## src/rtl/ft_pkg.sv

```systemverilog
// ft_pkg: shared types and constants for the FT600 transmit path
package ft_pkg;
    localparam int FT_DATA_WIDTH = 32;
    localparam logic [3:0] FT_BE_ALL = 4'hF;
    typedef enum logic [1:0] {IDLE, TURN, BURST, END} ft_tx_state_t;
endpackage

```

## src/rtl/ft_skid_buf.sv

```systemverilog
// ft_skid_buf: 2-entry register FIFO with registered head, push and pop may coincide
module ft_skid_buf
    import ft_pkg::*;
#(
    parameter int W = FT_DATA_WIDTH
) (
    input  logic         clk_i,
    input  logic         reset_i,
    input  logic         push,
    input  logic [W-1:0] din,
    input  logic         pop,
    output logic [W-1:0] head,
    output logic [1:0]   count
);
    logic [W-1:0] tail;

    always_ff @(posedge clk_i) begin
        if (reset_i) begin
            head  <= '0;
            tail  <= '0;
            count <= '0;
        end else begin
            if (pop || (push && count == 2'd0)) head <= (count == 2'd2) ? tail : din;
            if (push && (count == 2'd2 || (count == 2'd1 && !pop))) tail <= din;
            count <= count + 2'(push) - 2'(pop);
        end
    end
endmodule

```

## src/rtl/ft_tx_ctrl.sv

```systemverilog
// ft_tx_ctrl: FT600 245-sync FIFO write-side burst master with 2-entry skid buffer
module ft_tx_ctrl
    import ft_pkg::*;
#(
    parameter int FT_DATA_WIDTH = ft_pkg::FT_DATA_WIDTH,
    parameter int BURST_LEN     = 1024,
    parameter int CNT_WIDTH     = 11
) (
    input  logic                     clk_i,
    input  logic                     reset_i,
    input  logic [FT_DATA_WIDTH-1:0] src_data_i,
    input  logic                     src_empty_i,
    input  logic                     src_enough_i,
    input  logic                     src_data_incomming_i,
    output logic                     src_re_o,
    input  logic                     ft_txe_n_i,
    output logic                     ft_wr_n_o,
    output logic [FT_DATA_WIDTH-1:0] ft_data_o,
    output logic [3:0]               ft_be_o,
    output logic                     ft_oe_o,
    output logic                     burst_active_o,
    output logic [31:0]              word_cnt_o
);
    ft_tx_state_t state, nxt;
    logic [CNT_WIDTH-1:0] issued;
    logic [1:0] skid_cnt;
    logic inflight, accept, go, done;

    ft_skid_buf #(.W(FT_DATA_WIDTH)) u_skid (
        .clk_i   (clk_i),
        .reset_i (reset_i),
        .push    (inflight),
        .din     (src_data_i),
        .pop     (accept),
        .head    (ft_data_o),
        .count   (skid_cnt)
    );

    // a pop in the same cycle frees a slot, which keeps reads streaming at one word per cycle
    always_comb begin
        ft_wr_n_o = ~(state == BURST && skid_cnt != 2'd0);
        accept    = ~ft_wr_n_o & ~ft_txe_n_i;
        go        = ~ft_txe_n_i & (src_enough_i | (~src_empty_i & ~src_data_incomming_i));
        src_re_o  = state == BURST && !src_empty_i && skid_cnt != 2'd2
                    && ({1'b0, skid_cnt} + {2'b0, inflight}) < (3'd2 + {2'b0, accept})
                    && issued < CNT_WIDTH'(BURST_LEN);
        done      = skid_cnt == 2'd0 && !inflight
                    && (issued == CNT_WIDTH'(BURST_LEN) || (src_empty_i && !src_data_incomming_i));
        nxt       = state == IDLE  ? (go ? TURN : IDLE) :
                    state == TURN  ? BURST :
                    state == BURST ? (done ? END : BURST) : IDLE;
    end

    always_ff @(posedge clk_i) begin
        if (reset_i) begin
            state          <= IDLE;
            issued         <= '0;
            inflight       <= 1'b0;
            ft_oe_o        <= 1'b0;
            ft_be_o        <= '0;
            burst_active_o <= 1'b0;
            word_cnt_o     <= '0;
        end else begin
            state          <= nxt;
            inflight       <= src_re_o;
            issued         <= (state == IDLE && go) ? '0 : issued + CNT_WIDTH'(src_re_o);
            ft_oe_o        <= nxt != IDLE;
            ft_be_o        <= (nxt != IDLE) ? FT_BE_ALL : 4'h0;
            burst_active_o <= nxt != IDLE;
            word_cnt_o     <= word_cnt_o + 32'(accept);
        end
    end
endmodule

```

## config.mk

```make
export PLATFORM = sky130hd
export DESIGN_NAME = ft_tx_ctrl
export DESIGN_NICKNAME = d
export VERILOG_FILES = /design/src/rtl/ft_pkg.sv /design/src/rtl/ft_skid_buf.sv /design/src/rtl/ft_tx_ctrl.sv
export SDC_FILE = /design/constraint.sdc
export NUM_CORES = 1
export LEC_CHECK = 0
export CORE_MARGIN = 2
export CORE_UTILIZATION = 54
export DETAILED_ROUTE_END_ITERATION = 8
export GPL_ROUTABILITY_DRIVEN = 0
export GPL_TIMING_DRIVEN = 0
export PLACE_DENSITY_LB_ADDON = 0.1
export REMOVE_ABC_BUFFERS = 1
export SYNTH_ARGS = -nofsm -noshare
export SYNTH_HDL_FRONTEND = slang
export SYNTH_SLANG_ARGS = --single-unit
```

## constraint.sdc

```tcl
create_clock -name clk_i -period 7.1 [get_ports clk_i]
set_input_delay 1.065 -clock clk_i [delete_from_list [all_inputs] [get_ports clk_i]]
set_output_delay 1.065 -clock clk_i [all_outputs]
set_load 0.005 [all_outputs]
```

After elaboration in Yosys (flattened, before gate mapping)
Index checks and enable logic that the tools add are counted.
W data, S select, Z words.
Cells by class
  reductions and logical operators: 24
  equality and inequality tests: 6
  bitwise logic cells: 8
  multiplexer cells: 7
  add/sub/neg operators: 6
  $lt $le $gt $ge: 2
Operators by type and width (count)
  $add A32 B1 Y32: 1
  $mux W32: 1
  $logic_and A1 B1 Y1: 12
  $add A11 B1 Y11: 1
  $eq A11 B11 Y1 const B: 1
  $lt A11 B11 Y1 const B: 1
  $mux W2: 3
  $eq A2 B1 Y1 const B: 2
  $eq A2 B2 Y1 const B: 2
  $logic_not A1 Y1: 4
  $logic_not A2 Y1: 2
  $mux W4: 1
  $not A1 Y1: 4
  $reduce_bool A2 Y1: 2
  $add A2 B1 Y3: 1
  $add A2 B1 Y3 const A: 1
  $and A1 B1 Y1: 3
  $logic_or A1 B1 Y1: 3
  $lt A3 B3 Y1: 1
  $add A2 B1 Y2: 1
  $mux W1: 2
  $ne A2 B2 Y1 const B: 1
  $reduce_or A2 Y1: 1
  $sub A2 B1 Y2: 1
  $or A1 B1 Y1: 1
Storage, ports and cells
  bits of input ports: 38
  logic and storage cells: 62
  output and inout bits: 72
  register bits: 117

Logic depth before layout (Yosys ltp)
  depth after elaboration: 10
  gate-level depth with buffers: 12
  depth with buffers taken out: 11

Hierarchy
From an unflattened synthesis, not the netlist that was laid out.
Second synthesis, totals
  cell total of the unflattened synthesis: 561
  area total of the unflattened synthesis: 5595.4 sq um
By module, submodules not included
  ft_skid_buf: instances 1, cells an instance 301, sequential area each 1321.3 sq um, area each 3301.9 sq um
  ft_tx_ctrl: instances 1, cells an instance 260, sequential area each 940.9 sq um, area each 2293.4 sq um

Least setup slack after synthesis
Ideal clock, no wire load.
  path type: input-to-reg
  from: in ft_txe_n_i
  to: reg word_cnt_o[24]
  required time: 7.030 ns
  path buffers: 2
  setup slack: 4.143 ns
  library setup time: 0.070 ns
  arrival time: 2.886 ns
  stages: 9
  cell sequence: nor2_1 > ha_1 > ha_1 > nand2_1 > or3_4 > buf_6 > buf_6 > or4_1 > a21oi_1
Between the ends
  cells in the longest elaborated chain, start to end: 3
RTL lines
  from (decl): line ft_tx_ctrl.sv:16  | input logic ft_txe_n_i,
  $not A1 Y1: line ft_tx_ctrl.sv:42  | accept = ~ft_wr_n_o & ~ft_txe_n_i;
  $and A1 B1 Y1: line ft_tx_ctrl.sv:42
  $add A32 B1 Y32: line ft_tx_ctrl.sv:70  | word_cnt_o <= word_cnt_o + 32'(accept);
  to (signal assigned): line ft_tx_ctrl.sv:70
  to (decl): line ft_tx_ctrl.sv:22  | output logic [31:0] word_cnt_o
Every way passes these cells.
A chain may end at the register's enable or synchronous reset.

Worst setup path after layout
  from: reg inflight
  to: out src_re_o
Between the ends
  cells in the longest elaborated chain, start to end: 4
RTL lines
  from (decl): line ft_tx_ctrl.sv:27  | logic inflight, accept, go, done;
  from (signal assigned): line ft_tx_ctrl.sv:65  | inflight <= src_re_o;
  $add A2 B1 Y3: line ft_tx_ctrl.sv:45  | && ({1'b0, skid_cnt} + {2'b0, inflight}) < (3'd2 + {2'b0, accept})
  $lt A3 B3 Y1: line ft_tx_ctrl.sv:45
  $logic_and A1 B1 Y1: line ft_tx_ctrl.sv:45
  $logic_and A1 B1 Y1: line ft_tx_ctrl.sv:46  | && issued < CNT_WIDTH'(BURST_LEN);
  to (decl): line ft_tx_ctrl.sv:15  | output logic src_re_o,
Every way passes these cells.

==> results_dict.tcl <==
set metrics [dict create \
    h-tree-depth 4 \
    wl_per_cell_um 15.9 \
    seq_area_frac_synth_pct 45.7 \
    finalCriticalPeriod_ns 3.74 \
    pre_cts_slack_ns 3.39 \
    ys_async_sr_fraction_pct 0 \
    dr.pass1.iters 4 \
    worstPathArrival_ns 2.68 \
    final_cells 765 \
    vdd_drop_max_mv 0.183 \
    layout-drive-gt1-share_pct 6.39 \
    synthFlopType "dfxtp_1" \
    startpoint "inflight$_SDFF_PP0_" \
    worst_setup_path_end_kind "primary output" \
    required_ns 6.03 \
    grt_max_degree 76 \
    cts-root-buf "clkbuf_8" \
    hpwl_um 7570 \
    yosys-top-cells-count "dfxtp_1 (113), nor2_1 (62), a21oi_1 (49)" \
    synth_top_cell_area_share_pct 45.7 \
    clock.fmax_ghz 0.267 \
    synth_edf_count 0 \
    avgSynthCellArea_sq_um 8.82 \
    yosysTopAreaCell "dfxtp_1" \
    ys_types 37 \
    post-cts-setup-buffers 0 \
    grt_overflow 0 \
    drc 0 \
    antenna_found_initial 0 \
    synth_cells 561 \
    die_h_um 99.7 \
    p_per_area_mw_per_mm2 242 \
    port_buffers 109 \
    clk_latency_ns 0.51 \
    critPathLaunchType "flop" \
    vias_per_cell 5.82 \
    ios 110 \
    worst_clock_skew_ns 0.0124 \
    num_rows 34 \
    diodes 0 \
    yosysMostFrequentCell "dfxtp_1" \
    rsz0062_at_grt "no" \
    finalWorstSetupSlack_ns 3.36 \
    core_sq_mm 0.00881 \
    final_nets 694 \
    wirelength_um 12100 \
    crit_type "flop to primary output" \
    cts_tree "built" \
    grt.total_usage_pct 24.6 \
    netlist_top_cells_area "dfxtp_1 (46%), mux2i_1 (6.5%), a21oi_1 (5.0%)" \
    status "complete, no violations" \
    dp_cells 734 \
    slew_viol_final 0 \
    clock_path_buffers 2 \
    die_area_sq_mm 0.00995 \
    start_util_pct 56.2 \
    synth-warning-count 0 \
    setup_violations 0 \
    max_slew_margin_pct 28.9 \
    dieWidth_um 99.7 \
    fin_hold_ws_ns 0.472 \
    hp-class "flop to flop" \
    grt_pass1_wl_um 19800 \
    r2r-start "state[0]$_SDFF_PP0_" \
    p_leak_nw 2.44 \
    cp_max_fo 36 \
    period_share_pct 52.7 \
    fin_setup_tns_ns 0 \
    tightest_slew_ns 1.07 \
    ys_seq_elements 113 \
    grt_pass1_vias 4270 \
    clk_pin_slew_ns 0.06 \
    syn_area_sq_mm 0.00495 \
    antenna_left 0 \
    post_cts_resize_count 0 \
    area_delta_synth_final_pct 35.2 \
    cts.sinks 113 \
    drtIter0Drc 173 \
    cts_buffers 17 \
    hold_violations 0 \
    min_from "u_skid.tail[3]$_SDFFE_PP0P_" \
    hold_buffers 0 \
    via_count 4451 \
    fin_util_pct 76.0 \
    drv_cap 0 \
]
-- report_power, final --
group	internal [W]	switching, W
Sequential	0.000642	0.00000636
Combinational	0.0000495	0.0000422
Clock	0.000593	0.000289
-- worst max-delay path, cell delays in order, from the launching register on --
cell and delay [ns]:
dfxtp_2 0.83, ha_1 0.36, o31ai_1 0.20, and3_1 0.24
clkdlybuf4s50_1 0.52
-- flip-flops by register name, summed over array words and instances (netlist names) --
register	flops
u_skid.head	32
u_skid.tail	32
word_cnt_o	32
issued	11
state	2
u_skid.count	2
ft_be_o	1
inflight	1
-- logic make-up (layout without fill, tap and decap cells) --
kind of cell,after synthesis,count (layout),share of synthesized area (%)
AOI/OAI and AO/OA,139,139,16.6
xor gates and xnor gates,23,23,4.07
adders and majority gates,11,11,2.78
buffers and inverters,62,158,5.66
DFF,113,113,45.7
muxes,33,33,6.70
and+or+nand+nor,180,180,18.5
-- final timing paths --
path	end	slack, ns	cells past startpoint
max reg2reg	word_cnt_o[28]$_SDFF_PP0_	4.16	10
min	u_skid.tail[3]$_SDFFE_PP0P_	0.47	2
max	src_re_o	3.36	4
min reg2reg	u_skid.tail[3]$_SDFFE_PP0P_	0.47	2
-- per-stage QoR --
stage / total power, W / instance area [sq um]
floorplan: 0.000689 / 4720
global placement: 0.000747 / 5950
detailed placement: 0.000752 / 6070
CTS: 0.00163 / 6690
global route: 0.00166 / 6690
finish: 0.00162 / 6690
-- layout by cell type, fill, tap and decap left out, types with 14 or more instances in the layout --
cell type,synthesis,layout
clkdlybuf4s50_1,0,108
a21oi_1,49,49
clkbuf_16,0,16
nand2_1,14,14
dfxtp_1,113,112
o21ai_0,39,39
a211oi_1,32,32
nand3_1,43,43
nor2_1,62,62
mux2i_1,32,32
inv_1,14,14
-- layout make-up --
class                   count  area [sq um]
multi-input cells         386          2430
flip-flops and latches    113          2260
fillers                   625          2110
repair buffers            113          1190
clock buffers              21           459
clock inverters            10           158
well taps                 108           135
inverters                  14          52.6
-- layer usage --
layer	wire [um]	up-vias	track usage (%)	part of all wire [%]
li1	-	2166	-	-
met1	5310	2144	30.4	44
met2	6120	129	41.9	50
met3	583	12	6.89	4.8
met4	127	0	7.38	1.0
met5	0	-	0	0
No activity file was read; power rests on OpenSTA's default activity.
